===== src/rtl/br_pkg.sv =====
// Shared types for the branch resolver: prediction records, the training bundle
// and the RV control-flow opcodes.
package br_pkg;

   localparam int BR_XLEN = 32;

   localparam logic [4:0] OP_BRANCH = 5'b11000;
   localparam logic [4:0] OP_JAL    = 5'b11011;
   localparam logic [4:0] OP_JALR   = 5'b11001;

   typedef struct packed {
      logic [BR_XLEN-1:0] pc;
      logic [BR_XLEN-1:0] target;
      logic               taken;
   } pred_entry_t;

   typedef struct packed {
      logic               valid;
      logic [BR_XLEN-1:0] pc;
      logic [BR_XLEN-1:0] target;
      logic               taken;
      logic               is_br;
      logic               mispredict;
   } upd_t;

endpackage


===== src/rtl/br_pred_fifo.sv =====
// In-order queue of prediction records. Pointers carry one extra wrap bit so that
// full and empty are told apart; clear empties the queue and wins over push/pop.
module br_pred_fifo
   import br_pkg::*;
#(
   parameter int DEPTH = 4
) (
   input  logic        clk,
   input  logic        reset,
   input  logic        push_i,
   input  logic        pop_i,
   input  logic        clear_i,
   input  pred_entry_t wdata_i,
   output pred_entry_t rdata_o,
   output logic        empty_o,
   output logic        full_o
);

   localparam int         AW  = $clog2(DEPTH);
   localparam logic [AW:0] ONE = (AW + 1)'(1);

   logic [AW:0] wr_ptr;
   logic [AW:0] rd_ptr;
   pred_entry_t mem [DEPTH];

   always_ff @(posedge clk or posedge reset) begin
      if (reset) begin
         wr_ptr <= '0;
         rd_ptr <= '0;
      end else if (clear_i) begin
         wr_ptr <= '0;
         rd_ptr <= '0;
      end else begin
         if (push_i) wr_ptr <= wr_ptr + ONE;
         if (pop_i)  rd_ptr <= rd_ptr + ONE;
      end
   end

   // Storage needs no reset: a slot is only read after it has been written.
   always_ff @(posedge clk) begin
      if (push_i && !clear_i) mem[wr_ptr[AW-1:0]] <= wdata_i;
   end

   assign rdata_o = mem[rd_ptr[AW-1:0]];
   assign empty_o = (wr_ptr == rd_ptr);
   assign full_o  = (wr_ptr[AW-1:0] == rd_ptr[AW-1:0]) && (wr_ptr[AW] != rd_ptr[AW]);

endmodule


===== src/rtl/branch_resolver.sv =====
// Retires IF-stage predictions in EX, flags mispredicts, drives flush/redirect and a
// registered predictor training write. Optional: BR_PERF_CNT_EN adds perf counters.
module branch_resolver
   import br_pkg::*;
#(
   parameter int DEPTH = 4,
   parameter int XLEN  = BR_XLEN
) (
   input  logic            clk,
   input  logic            reset,
   input  logic            stall_i,
   input  logic            pred_valid_i,
   input  logic [XLEN-1:0] pred_pc_i,
   input  logic [XLEN-1:0] pred_target_i,
   input  logic            pred_taken_i,
   input  logic            res_valid_i,
   input  logic [XLEN-1:0] res_pc_i,
   input  logic            res_taken_i,
   input  logic [XLEN-1:0] res_target_i,
   input  logic            res_is_jump_i,
   output logic            flush_o,
   output logic [XLEN-1:0] redirect_pc_o,
   output logic            upd_valid_o,
   output logic [XLEN-1:0] upd_pc_o,
   output logic [XLEN-1:0] upd_target_o,
   output logic            upd_taken_o,
   output logic            upd_is_br_o,
   output logic            upd_mispredict_o,
   output logic            q_empty_o,
   output logic            q_full_o,
   output logic            err_o
`ifdef BR_PERF_CNT_EN
   ,
   output logic [31:0]     perf_resolved_o,
   output logic [31:0]     perf_mispred_o
`endif
);

   pred_entry_t     head;
   pred_entry_t     wr_entry;
   logic            empty;
   logic            full;
   logic            pop;
   logic            push;
   logic            push_ok;
   logic            pc_match;
   logic            mispredict;
   logic            flush;
   logic [XLEN-1:0] exp_pc;
   upd_t            upd_q;
   logic            err_q;
   logic            unused_head_taken;

   assign exp_pc   = res_taken_i ? res_target_i : res_pc_i + XLEN'(4);
   assign pop      = res_valid_i & ~stall_i;
   assign pc_match = (head.pc == res_pc_i);

   // An empty queue means the front end never saw a branch here, i.e. it fetched PC+4.
   always_comb begin
      mispredict = 1'b0;
      if (empty)          mispredict = res_taken_i;
      else if (!pc_match) mispredict = 1'b1;
      else                mispredict = (head.target != exp_pc);
   end

   assign flush   = pop & mispredict;
   assign push    = pred_valid_i & ~stall_i & ~flush;
   assign push_ok = push & (~full | pop);

   always_comb begin
      wr_entry        = '0;
      wr_entry.pc     = pred_pc_i;
      wr_entry.target = pred_target_i;
      wr_entry.taken  = pred_taken_i;
   end

   br_pred_fifo #(.DEPTH(DEPTH)) u_fifo (
      .clk     (clk),
      .reset   (reset),
      .push_i  (push_ok),
      .pop_i   (pop & ~empty),
      .clear_i (flush),
      .wdata_i (wr_entry),
      .rdata_o (head),
      .empty_o (empty),
      .full_o  (full)
   );

   assign unused_head_taken = head.taken;

   always_ff @(posedge clk or posedge reset) begin
      if (reset) begin
         err_q <= 1'b0;
         upd_q <= '0;
      end else begin
         if ((pop && (empty || !pc_match)) || (push && full && !pop)) err_q <= 1'b1;
         upd_q.valid <= pop;
         if (pop) begin
            upd_q.pc         <= res_pc_i;
            upd_q.target     <= res_target_i;
            upd_q.taken      <= res_taken_i;
            upd_q.is_br      <= ~res_is_jump_i;
            upd_q.mispredict <= mispredict;
         end
      end
   end

`ifdef BR_PERF_CNT_EN
   always_ff @(posedge clk or posedge reset) begin
      if (reset) begin
         perf_resolved_o <= '0;
         perf_mispred_o  <= '0;
      end else begin
         if (pop)   perf_resolved_o <= perf_resolved_o + 32'd1;
         if (flush) perf_mispred_o  <= perf_mispred_o + 32'd1;
      end
   end
`endif

   assign flush_o          = flush;
   assign redirect_pc_o    = flush ? exp_pc : '0;
   assign upd_valid_o      = upd_q.valid;
   assign upd_pc_o         = upd_q.pc;
   assign upd_target_o     = upd_q.target;
   assign upd_taken_o      = upd_q.taken;
   assign upd_is_br_o      = upd_q.is_br;
   assign upd_mispredict_o = upd_q.mispredict;
   assign q_empty_o        = empty;
   assign q_full_o         = full;
   assign err_o            = err_q;

endmodule

===== config.mk =====
export PLATFORM = sky130hd
export DESIGN_NAME = branch_resolver
export DESIGN_NICKNAME = d
export VERILOG_FILES = /design/src/rtl/br_pkg.sv /design/src/rtl/br_pred_fifo.sv /design/src/rtl/branch_resolver.sv
export SDC_FILE = /design/constraint.sdc
export NUM_CORES = 1
export LEC_CHECK = 0
export BUFFER_PORTS_ARGS = -buffer_cell sky130_fd_sc_hd__buf_2
export CELL_PAD_IN_SITES_DETAIL_PLACEMENT = 1
export CELL_PAD_IN_SITES_GLOBAL_PLACEMENT = 1
export CORE_MARGIN = 1
export CORE_UTILIZATION = 43
export CTS_BUF_LIST = sky130_fd_sc_hd__clkbuf_8
export DETAILED_ROUTE_END_ITERATION = 10
export PLACE_DENSITY_LB_ADDON = 0.15
export RECOVER_POWER = 100
export REMOVE_ABC_BUFFERS = 1
export SLEW_MARGIN = 25
export SYNTH_ARGS = -nofsm -noshare
export SYNTH_HDL_FRONTEND = slang
export SYNTH_SLANG_ARGS = --single-unit

===== constraint.sdc =====
create_clock -name clk -period 5 [get_ports clk]
set_input_delay 0.25 -clock clk [delete_from_list [all_inputs] [get_ports clk]]
set_output_delay 0.25 -clock clk [all_outputs]
set_load 0.01 [all_outputs]

---- Word level (Yosys, flattened, before mapping) ----
Memories as Yosys holds them, arrays and structs flattened.
Index checks and enable logic that the tools add are counted.
word-level totals
  register bits after elaboration ......... 75
  bits in writable memories ............... 260
  input bits .............................. 136
  output and inout port bits .............. 104
  logic and storage cells ................. 52
  memories kept ........................... 1
operators by class
  $add $sub $neg .......................... 3
  equal/unequal tests ..................... 5
  mux-type cells .......................... 10
  bitwise gates (word level) .............. 12
  reductions and logical operators ........ 12
memories
  name        depth  bits a word  rd ports  clocked after Yosys merged registers in  wr ports  line                RTL
  u_fifo.mem  4      65           1         0                                        1         br_pred_fifo.sv:24  pred_entry_t mem [DEPTH];
operators by type and width
  cell                                                              count
  32-bit two-way mux                                                2
  32-bit by 3-bit adder with 32-bit output (second input constant)  1
  32-bit == test                                                    1
  32-bit != test                                                    1
  3-bit two-way mux                                                 4
  3-bit by 1-bit adder with 3-bit output (second input constant)    2
  1-bit AND                                                         6
  1-bit logical AND                                                 5
  1-bit NOT                                                         5
  1-bit two-way mux                                                 4
  2-bit nonzero test                                                2
  3-bit == test                                                     1
  1-bit zero test                                                   3
  2-bit == test                                                     1
  1-bit logical OR                                                  2
  1-bit != test                                                     1
  1-bit OR                                                          1

---- Longest topological paths before layout ----
Gate-level depths: netlist of run 1.
  depth after elaboration ................. 12
  gate-level depth with buffers ........... 15
  gate-level depth less buffers ........... 10

---- Modules after synthesis ----
A second synthesis of run 1 with hierarchy kept.
second synthesis, totals
  cell total of the unflattened synthesis .. 1094
  area, all modules ....................... 15169.5 um^2
by module, submodules not included
  module           instances  cells each  area each (um^2)  seq. area each (um^2)
  br_pred_fifo     1          378         9805.7            7957.6
  branch_resolver  1          716         5363.9            1726.7

---- Worst setup path before layout of run 1 ----
No wires, ideal clock.
  kind .................................... reg-to-reg
  start ................................... reg u_fifo.rd_ptr[0]
  end ..................................... mem u_fifo.mem[0][10] (netlist bit) (enable)
  setup time .............................. 0.429 ns
  data arrival time ....................... 4.441 ns
  data required time ...................... 4.571 ns
  slack ................................... 0.130 ns
  cell stages (with the launch flop) ...... 14
  path buffers ............................ 4
  clock period less this slack ............ 4.870 ns
  cells stage by stage .................... dfrtp_1 buf_6 buf_12 buf_6 mux2i_1 mux2i_1 a2111oi_2 o2111ai_1 or4_4 nor4_4 nand4_2 nand2b_2 buf_6 and3_1
between the ends
  cells in the longest elaborated chain, start to end .. 11
  elaborated cells between the ends (all ways) .. 18
  classes of those cells .................. 4 x eq/ne; 4 x mux; 6 x bitwise; 3 x reduce/logical; 1 x memory
ends and longest elaborated chain
  element                                           line                                          RTL
  start, declared                                   br_pred_fifo.sv:23                            logic [AW:0] rd_ptr;
  start signal, assigned                            br_pred_fifo.sv:35                            if (pop_i) rd_ptr <= rd_ptr + ONE;
  memory 4 x 65 bit                                 -
  32-bit != test or 32-bit == test (tied branches)  branch_resolver.sv:63, branch_resolver.sv:56
  1-bit two-way mux                                 branch_resolver.sv:62                         else if (!pc_match) mispredict = 1'b1;
  1-bit two-way mux                                 branch_resolver.sv:61                         if (empty) mispredict = res_taken_i;
  1-bit AND                                         branch_resolver.sv:66                         assign flush = pop & mispredict;
  1-bit NOT                                         branch_resolver.sv:67                         assign push = pred_valid_i & ~stall_i & ~flush;
  1-bit AND                                         branch_resolver.sv:67
  1-bit AND                                         branch_resolver.sv:68                         assign push_ok = push & (~full | pop);
  1-bit logical AND *                               br_pred_fifo.sv:41                            if (push_i && !clear_i) mem[wr_ptr[AW-1:0]] <= wdata_i;
  1-bit two-way mux *                               br_pred_fifo.sv:41
  1-bit two-way mux (not written as such) *         br_pred_fifo.sv:41
  end, declared                                     br_pred_fifo.sv:24
Mark *: on every way between the ends. The rest lies on a longest branch, timed or not.

---- Final worst setup path of run 1 ----
  start ................................... reg u_fifo.rd_ptr[1]
  end ..................................... out redirect_pc_o[16]
between the ends
  cells in the longest elaborated chain, start to end .. 6
  elaborated cells between the ends (all ways) .. 8
  classes of those cells .................. 3 x eq/ne; 3 x mux; 1 x bitwise; 1 x memory
ends and longest elaborated chain
  element                                           line                                          RTL
  memory 4 x 65 bit                                 -
  32-bit != test or 32-bit == test (tied branches)  branch_resolver.sv:63, branch_resolver.sv:56
  1-bit two-way mux                                 branch_resolver.sv:62
  1-bit two-way mux *                               branch_resolver.sv:61
  1-bit AND *                                       branch_resolver.sv:66
  32-bit two-way mux *                              branch_resolver.sv:121                        assign redirect_pc_o = flush ? exp_pc : '0;
  end, declared                                     branch_resolver.sv:22                         output logic [XLEN-1:0] redirect_pc_o,
Marks and branches as above.

==> summary.md, run 1 <==
| Metric | Value |
|---|---|
| Endpoints failing hold | 0 |
| Fmax | 0.207 GHz |
| Critical path peak fanout | 25 |
| Worst EP required | 4750 ps |
| IO buf count | 238 |
| Leading cell type in the layout, fill and taps excluded | edfxtp_1 |
| Static leakage | 7.06 nW |
| Reg-to-reg startpoint | u_fifo.rd_ptr[1] |
| DIE WIDTH | 189 um |
| Clock Sinks | 331 |
| Die area | 35900 um2 |
| GRT overflow | 0 |
| Status | complete, but fails checks |
| Hold Slack | 33.7 ps |
| HP Class | input port to register |
| Most frequent cells in the layout | 256 x edfxtp_1, 221 x nand2_1, 158 x clkbuf_1, 116 x dlygate4sd3_1, 79 x buf_2 |
| Sequential area share after synthesis | 63.3% |
| Largest net degree at the start of global routing | 80 |
| Crit end category | output port |
| CP Class | register to output port |
| Sum Neg Setup Slack | 0 ps |
| Final ANT Viol Nets | 0 |
| Post-DR wirelength/cell | 23.4 um |
| Root Buffer | clkbuf_8 |
| Maximum VDD drop | 0.296 mV |
| Pwr dens | 353 nW/um2 |
| Vias per Instance | 5.43 |
| Violated checks | max-capacitance violations, max-slew violations |
| Fin area | 19100 um2 |
| Yosys top cell by area | edfxtp_1 |
| CP Data Arrival Time | 4570 ps |
| H-tree depth | 2 |
| Mean area per synthesized cell | 13.6 um2 |
| First-pass GRT wire length | 69.4 mm |
| Layout cells sized above 1 | 18.2% |
| CTS tree | built |
| Final wirelength | 47.0 mm |
| Post-synth cell types | 69 |
| Max_cap viols | 3 |
| Cell area after synthesis | 15100 um2 |
| Die height | 189 um |
| GRT Overall Usage | 26.2% |
| Mapped Cells | 1112 |
| CTS max path bufs | 3 |
| Post-synthesis async set-or-reset flop share | 22.7% |
| Clock Pin Slew Worst Setup and Hold Paths | 60 ps |
| Max_slew headroom | -135% |
| Gpl congestion | 0.827 |
| Cells on worst reg2reg path | 10 |
| Row cnt | 68 |
| Worst flop-to-flop path endpoint | u_fifo.mem[1][40] |
| IO Pins | 240 |
| Initial Utilization | 43.7% |
| Initial DRC count | 580 |
| Initial antenna violation count | 2 |
| Startpoint Class | register |
| DRC | 0 |
| Top FF cell, synth | edfxtp_1 |
| Hold path cells | 3 |
| Post-synth EDFFs | 256 |
| DR vias | 10900 |
| Worst R2R Setup Slack | 800 ps |
| Top cells by area, synth | edfxtp_1 51%, dfrtp_1 12%, mux4_2 7.6% |
| Hold Path End | upd_pc_o[5] |
| Pre-Repair DR Iteration Count | 5 |
| Number of global-route vias before repair | 11400 |
| Final max-slew violation count | 175 |
| Layout area overhead | 26.3% |
| Core area | 34500 um2 |
| Yosys warnings | 0 |
| Util after Layout | 55.2% |
| Top cell type's share of synthesized area | 50.9% |
| Hpwl dp | 32.4 mm |
| Clk Latency, worst-skew pair | 620 ps |
| Final worst-path cycle share | 96.4% |
| Final Critical Period | 4820 ps |
| Total Nets Final | 1645 |
| Hold path start | res_pc_i[5] |
| # setup viols final | 0 |
| Number of buffers created by CTS | 55 |
| Clock skew | 18.2 ps |
| Placed instance area | 17000 um2 |
| Worst-margin pin slew | 3530 ps |
| Synth Register Bits | 331 |
report_power, final:
group / switching (W) / total (W) / leakage [nW] / internal [W]
Combinational: 0.000668 / 0.00108 / 3.19 / 0.000416
Clock: 0.00111 / 0.00232 / 0.626 / 0.00121
Sequential: 0.0000901 / 0.00334 / 3.25 / 0.00325
Total: 0.00187 / 0.00674 / 7.06 / 0.00487
sequential cells by signal, summed over array words and instances, names as in the netlist:
| signal | flops |
|---|---|
| upd_pc_o | 32 |
| upd_valid_o | 1 |
| upd_taken_o | 1 |
| u_fifo.mem | 256 |
| upd_mispredict_o | 1 |
| err_o | 1 |
| u_fifo.wr_ptr | 3 |
| u_fifo.rd_ptr | 3 |
| upd_is_br_o | 1 |
| upd_target_o | 32 |
cells by family after synthesis:
logic type               count (synthesis)  synth area share (%)
buffers and inverters                   89                  2.90
adder cells (fa/ha/maj)                  6                 0.497
AO/OA/AOI/OAI                          106                  4.87
XOR/XNOR                                78                  4.80
flip-flops                             331                  63.3
multiplexers                            96                  10.9
AND/OR/NAND/NOR                        406                  12.7
layer usage:
layer | routed length, um | track usage [%] | vias up
li1 | - | - | 4918
met1 | 20200 | 35.0 | 5545
met2 | 22900 | 43.5 | 357
met3 | 2750 | 3.99 | 65
met4 | 1120 | 8.93 | 0
met5 | 0 | 0 | -
what timing repair did:
action                                  in CTS  in global routing
gates resized for setup                      0                  0
endpoints found under the setup margin       0                 32
buffers inserted                             0                  8
hold buffers                               116                  0
endpoints found under the hold margin      338                  0
per-stage QoR:
step | total power [W] | cells | worst slack [ps]
after floorplan | 0.00391 | 1040 | -2880
after global placement | 0.00439 | 1777 | 782
after detailed placement | 0.00443 | 1777 | 702
after CTS | 0.00682 | 1996 | 26.5
after global routing | 0.00701 | 2005 | -2.04
final | 0.00674 | 2005 | 180
synthesized netlist by cell type (3+ instances only):
library cell,n
edfxtp_1,256
nand2_1,221
dfrtp_1,75
mux4_2,51
clkbuf_1,48
nor2_1,46
xnor2_1,46
mux2i_1,39
xor2_1,29
o21ai_0,22
a21oi_1,19
nand4_1,19
nand3_1,17
inv_1,16
nor4_1,16
nor2b_1,14
nand2b_1,11
nor3_1,10
and3_1,8
o31ai_1,8
or4_1,8
a31oi_1,7
and2_1,7
a211oi_1,6
and4_1,6
buf_2,6
buf_6,6
ha_1,6
or3_1,6
buf_1,5
buf_4,5
o211ai_1,5
a22oi_1,4
o2111ai_1,4
mux2_2,3
mux4_1,3
o22ai_1,3
xnor3_1,3
layout make-up:
cell class | instances | area, um2
Antenna cell | 1 | 2.50
Clock buffer | 63 | 867
Multi-Input combinational cell | 692 | 5110
Tap cell | 455 | 569
Inverter | 17 | 65.1
Timing Repair Buffer | 406 | 2680
Clock inverter | 40 | 210
Sequential cell | 331 | 9570
Fill cell | 3664 | 15500
worst max path at each step:
stage / cells after the start / start / slack [ps] / to
detailed placement: 12 / u_fifo.rd_ptr[0] / 700 / redirect_pc_o[20]
global route: 13 / u_fifo.rd_ptr[1] / -2 / redirect_pc_o[20]
global placement: 11 / u_fifo.rd_ptr[0] / 780 / u_fifo.mem[2][41]
finish: 11 / u_fifo.rd_ptr[1] / 180 / redirect_pc_o[16]
CTS: 12 / u_fifo.rd_ptr[0] / 30 / redirect_pc_o[20]
floorplan: 9 / u_fifo.rd_ptr[0] / -2880 / u_fifo.mem[0][10]
worst max-delay path, cell delays in order (launching register included):
cell and delay, ps:
dfrtp_2 810, buf_4 380, mux4_2 350, xnor2_1 280, nand4_1 170, or4_4 590, nor4_4 340, nand4_2 180
nand2b_2 170, buf_4 330, nor2b_1 160, buf_2 170
No activity file was read; power rests on OpenSTA's default activity.
==> run 2, diff against run 1 <==
Settings changed: BUFFER_PORTS_ARGS -buffer_cell sky130_fd_sc_hd__buf_2 to -buffer_cell sky130_fd_sc_hd__buf_4.
==> summary.md, run 2 (same netlist as run 1, synthesis figures left out) <==
| Metric | Value |
|---|---|
| GRT overflow | 0 (unchanged) |
| Violated checks | max-capacitance violations, max-slew violations |
| Status | complete, but fails checks |
| CP Class | register to output port |
| CTS tree | built |
| Row cnt | 68 (unchanged) |
| GRT Overall Usage | 26.4% (+0.23 points) |
| DP Cell Count | 1767 (-0.56%) |
| RSZ-0062 raised after global routing | false |
| HP Class | input port to register |
| Max FFs per register | 256 (unchanged) |
| IO buf count | 238 (unchanged) |
| Worst EP required | 4750 ps (about the same) |
| Die height | 189 um (unchanged) |
| Core area | 34500 um2 (unchanged) |
| Layout area overhead | 26.5% |
| H-tree depth | 2 (unchanged) |
| Max_slew headroom | -136% (-0.97 points) |
| Final ANT Viol Nets | 0 (unchanged) |
| IO Pins | 240 (unchanged) |
| Gpl congestion | 0.808 (-2.3%) |
| Largest net degree at the start of global routing | 80 (unchanged) |
| Final worst-path cycle share | 94.4% (-2.0 points) |
| First-pass GRT wire length | 70.5 mm (+1.6%) |
| CTS max path bufs | 3 (unchanged) |
| Clock skew | 25.0 ps (+6.83 ps) |
| DR WL met3 | 2.50 mm (-9.0%) |
| Worst-margin pin slew | 3550 ps (+14.5 ps) |
| Leading cell type in the layout, fill and taps excluded | edfxtp_1 |
| Maximum VDD drop | 0.210 mV (-29%) |
| Max_cap viols | 4 (+1) |
| Final max-slew violation count | 220 (+26%) |
| Pre-Repair DR Iteration Count | 5 (unchanged) |
| Hpwl dp | 31.4 mm (-3.1%) |
| Number of global-route vias before repair | 11600 (+1.9%) |
| Vias per Instance | 5.48 (+1.0%) |
| Endpoints failing hold | 0 (unchanged) |
| Fmax | 0.212 GHz (+2.1%) |
| Clock Pin Slew Worst Setup and Hold Paths | 60 ps (about the same) |
| Uppermost layer routed | met4 |
| Die area | 35900 um2 (unchanged) |
| DR vias | 11000 (+0.60%) |
| Clk Latency, worst-skew pair | 620 ps (about the same) |
| Worst slack at placement | 630 ps (-71.7 ps) |
| Root Buffer | clkbuf_8 |
| Critical path peak fanout | 37 (+48%) |
| Met2 wire len | 23.4 mm (+2.1%) |
| Static leakage | 7.00 nW (-0.78%) |
| Total Nets Final | 1638 (-0.43%) |
| Non-Filler Instances | 1997 (-0.40%) |
| Initial DRC count | 732 (+26%) |
| Final wirelength | 47.2 mm (+0.41%) |
| Layout cells sized above 1 | 16.5% (-1.7 points) |
| Initial antenna violation count | 1 (-1) |
| Cells on worst reg2reg path | 12 (+2) |
| Routed length on met1 | 20.3 mm (+0.55%) |
| CP Data Arrival Time | 4470 ps (-100 ps) |
| Hold path cells | 3 (unchanged) |
| Most frequent cells in the layout | 256 x edfxtp_1, 221 x nand2_1, 169 x clkbuf_1, 124 x dlygate4sd3_1, 91 x buf_4 |
| Clock Sinks | 331 (unchanged) |
| # setup viols final | 0 (unchanged) |
| Pwr dens | 353 nW/um2 (-0.21%) |
| Startpoint Class | register |
| Final Critical Period | 4720 ps (-99.9 ps) |
| Sum Neg Setup Slack | 0 ps (unchanged) |
| DRC | 0 (unchanged) |
| Initial Utilization | 43.7% (unchanged) |
| Post-DR wirelength/cell | 23.6 um (+0.81%) |
| Crit end category | output port |
| Number of buffers created by CTS | 54 (-1.8%) |
| Final Worst Setup Slack | 280 ps (+99.9 ps) |
| DIE WIDTH | 189 um (unchanged) |
| Post-CTS sizing | 0 (unchanged) |
## run 2: final timing paths
check	start	slack, ps	to
hold / removal	res_pc_i[15]	40	upd_pc_o[15]
setup / recovery	u_fifo.rd_ptr[0]	280	redirect_pc_o[16]
hold reg to reg	upd_pc_o[5]	470	upd_pc_o[5]
setup reg to reg	u_fifo.rd_ptr[0]	330	u_fifo.mem[1][50]
min in group asynchronous	reset	630	upd_target_o[24]
max in group asynchronous	reset	760	u_fifo.rd_ptr[0]
## run 2: area by class of cell
class / count / area (um2)
well taps: 455 / 569
inverters: 17 / 65.1
diodes: 1 / 2.50
clock inverters: 38 / 205
repair buffers: 400 / 2730
fillers: 3571 / 15400
flip-flops and latches: 331 / 9570
clock buffers: 63 / 867
multi-input cells: 692 / 5100
## run 2: metal layers
layer,up-vias,GRT usage (%)
li1,4906,-
met1,5609,34.9
met2,372,44.8
met3,63,3.99
met4,0,8.16
met5,-,0
## run 2: power breakdown
part / total (W) / switching [W] / internal (W)
Sequential: 0.00335 / 0.0000924 / 0.00325
Clock: 0.00233 / 0.00112 / 0.00121
Combinational: 0.00107 / 0.000664 / 0.000404
Total: 0.00674 / 0.00187 / 0.00487
## run 2: stage by stage
| step | hold slack (ps) | area (um2) | utilization, % | total power [W] |
|---|---|---|---|---|
| finish | 36.6 | 19100 | 55.3 | 0.00674 |
| global route | 39.7 | 19100 | 55.3 | 0.00701 |
| CTS | 7.83 | 19800 | 57.3 | 0.00692 |
| detailed placement | 322 | 17500 | 50.6 | 0.00451 |
| global placement | 319 | 17500 | 50.6 | 0.00447 |
| floorplan | 349 | 14700 | - | 0.00391 |
## run 2: critical path, cell delays in order, from the launching register on
cell,delay (ps)
dfrtp_4,530
buf_12,170
mux4_2,530
xor2_1,250
a22oi_1,250
o2111ai_1,150
or4_1,580
nor4_1,290
buf_4,190
nand4_2,160
nand2b_2,190
buf_12,250
nor2b_1,140
clkbuf_1,150
## run 2: what timing repair did
item / CTS / global route
hold endpoints to repair: 348 / 0
buffers inserted: 0 / 4
endpoints found under the setup margin: 0 / 33
hold buffers: 124 / 0
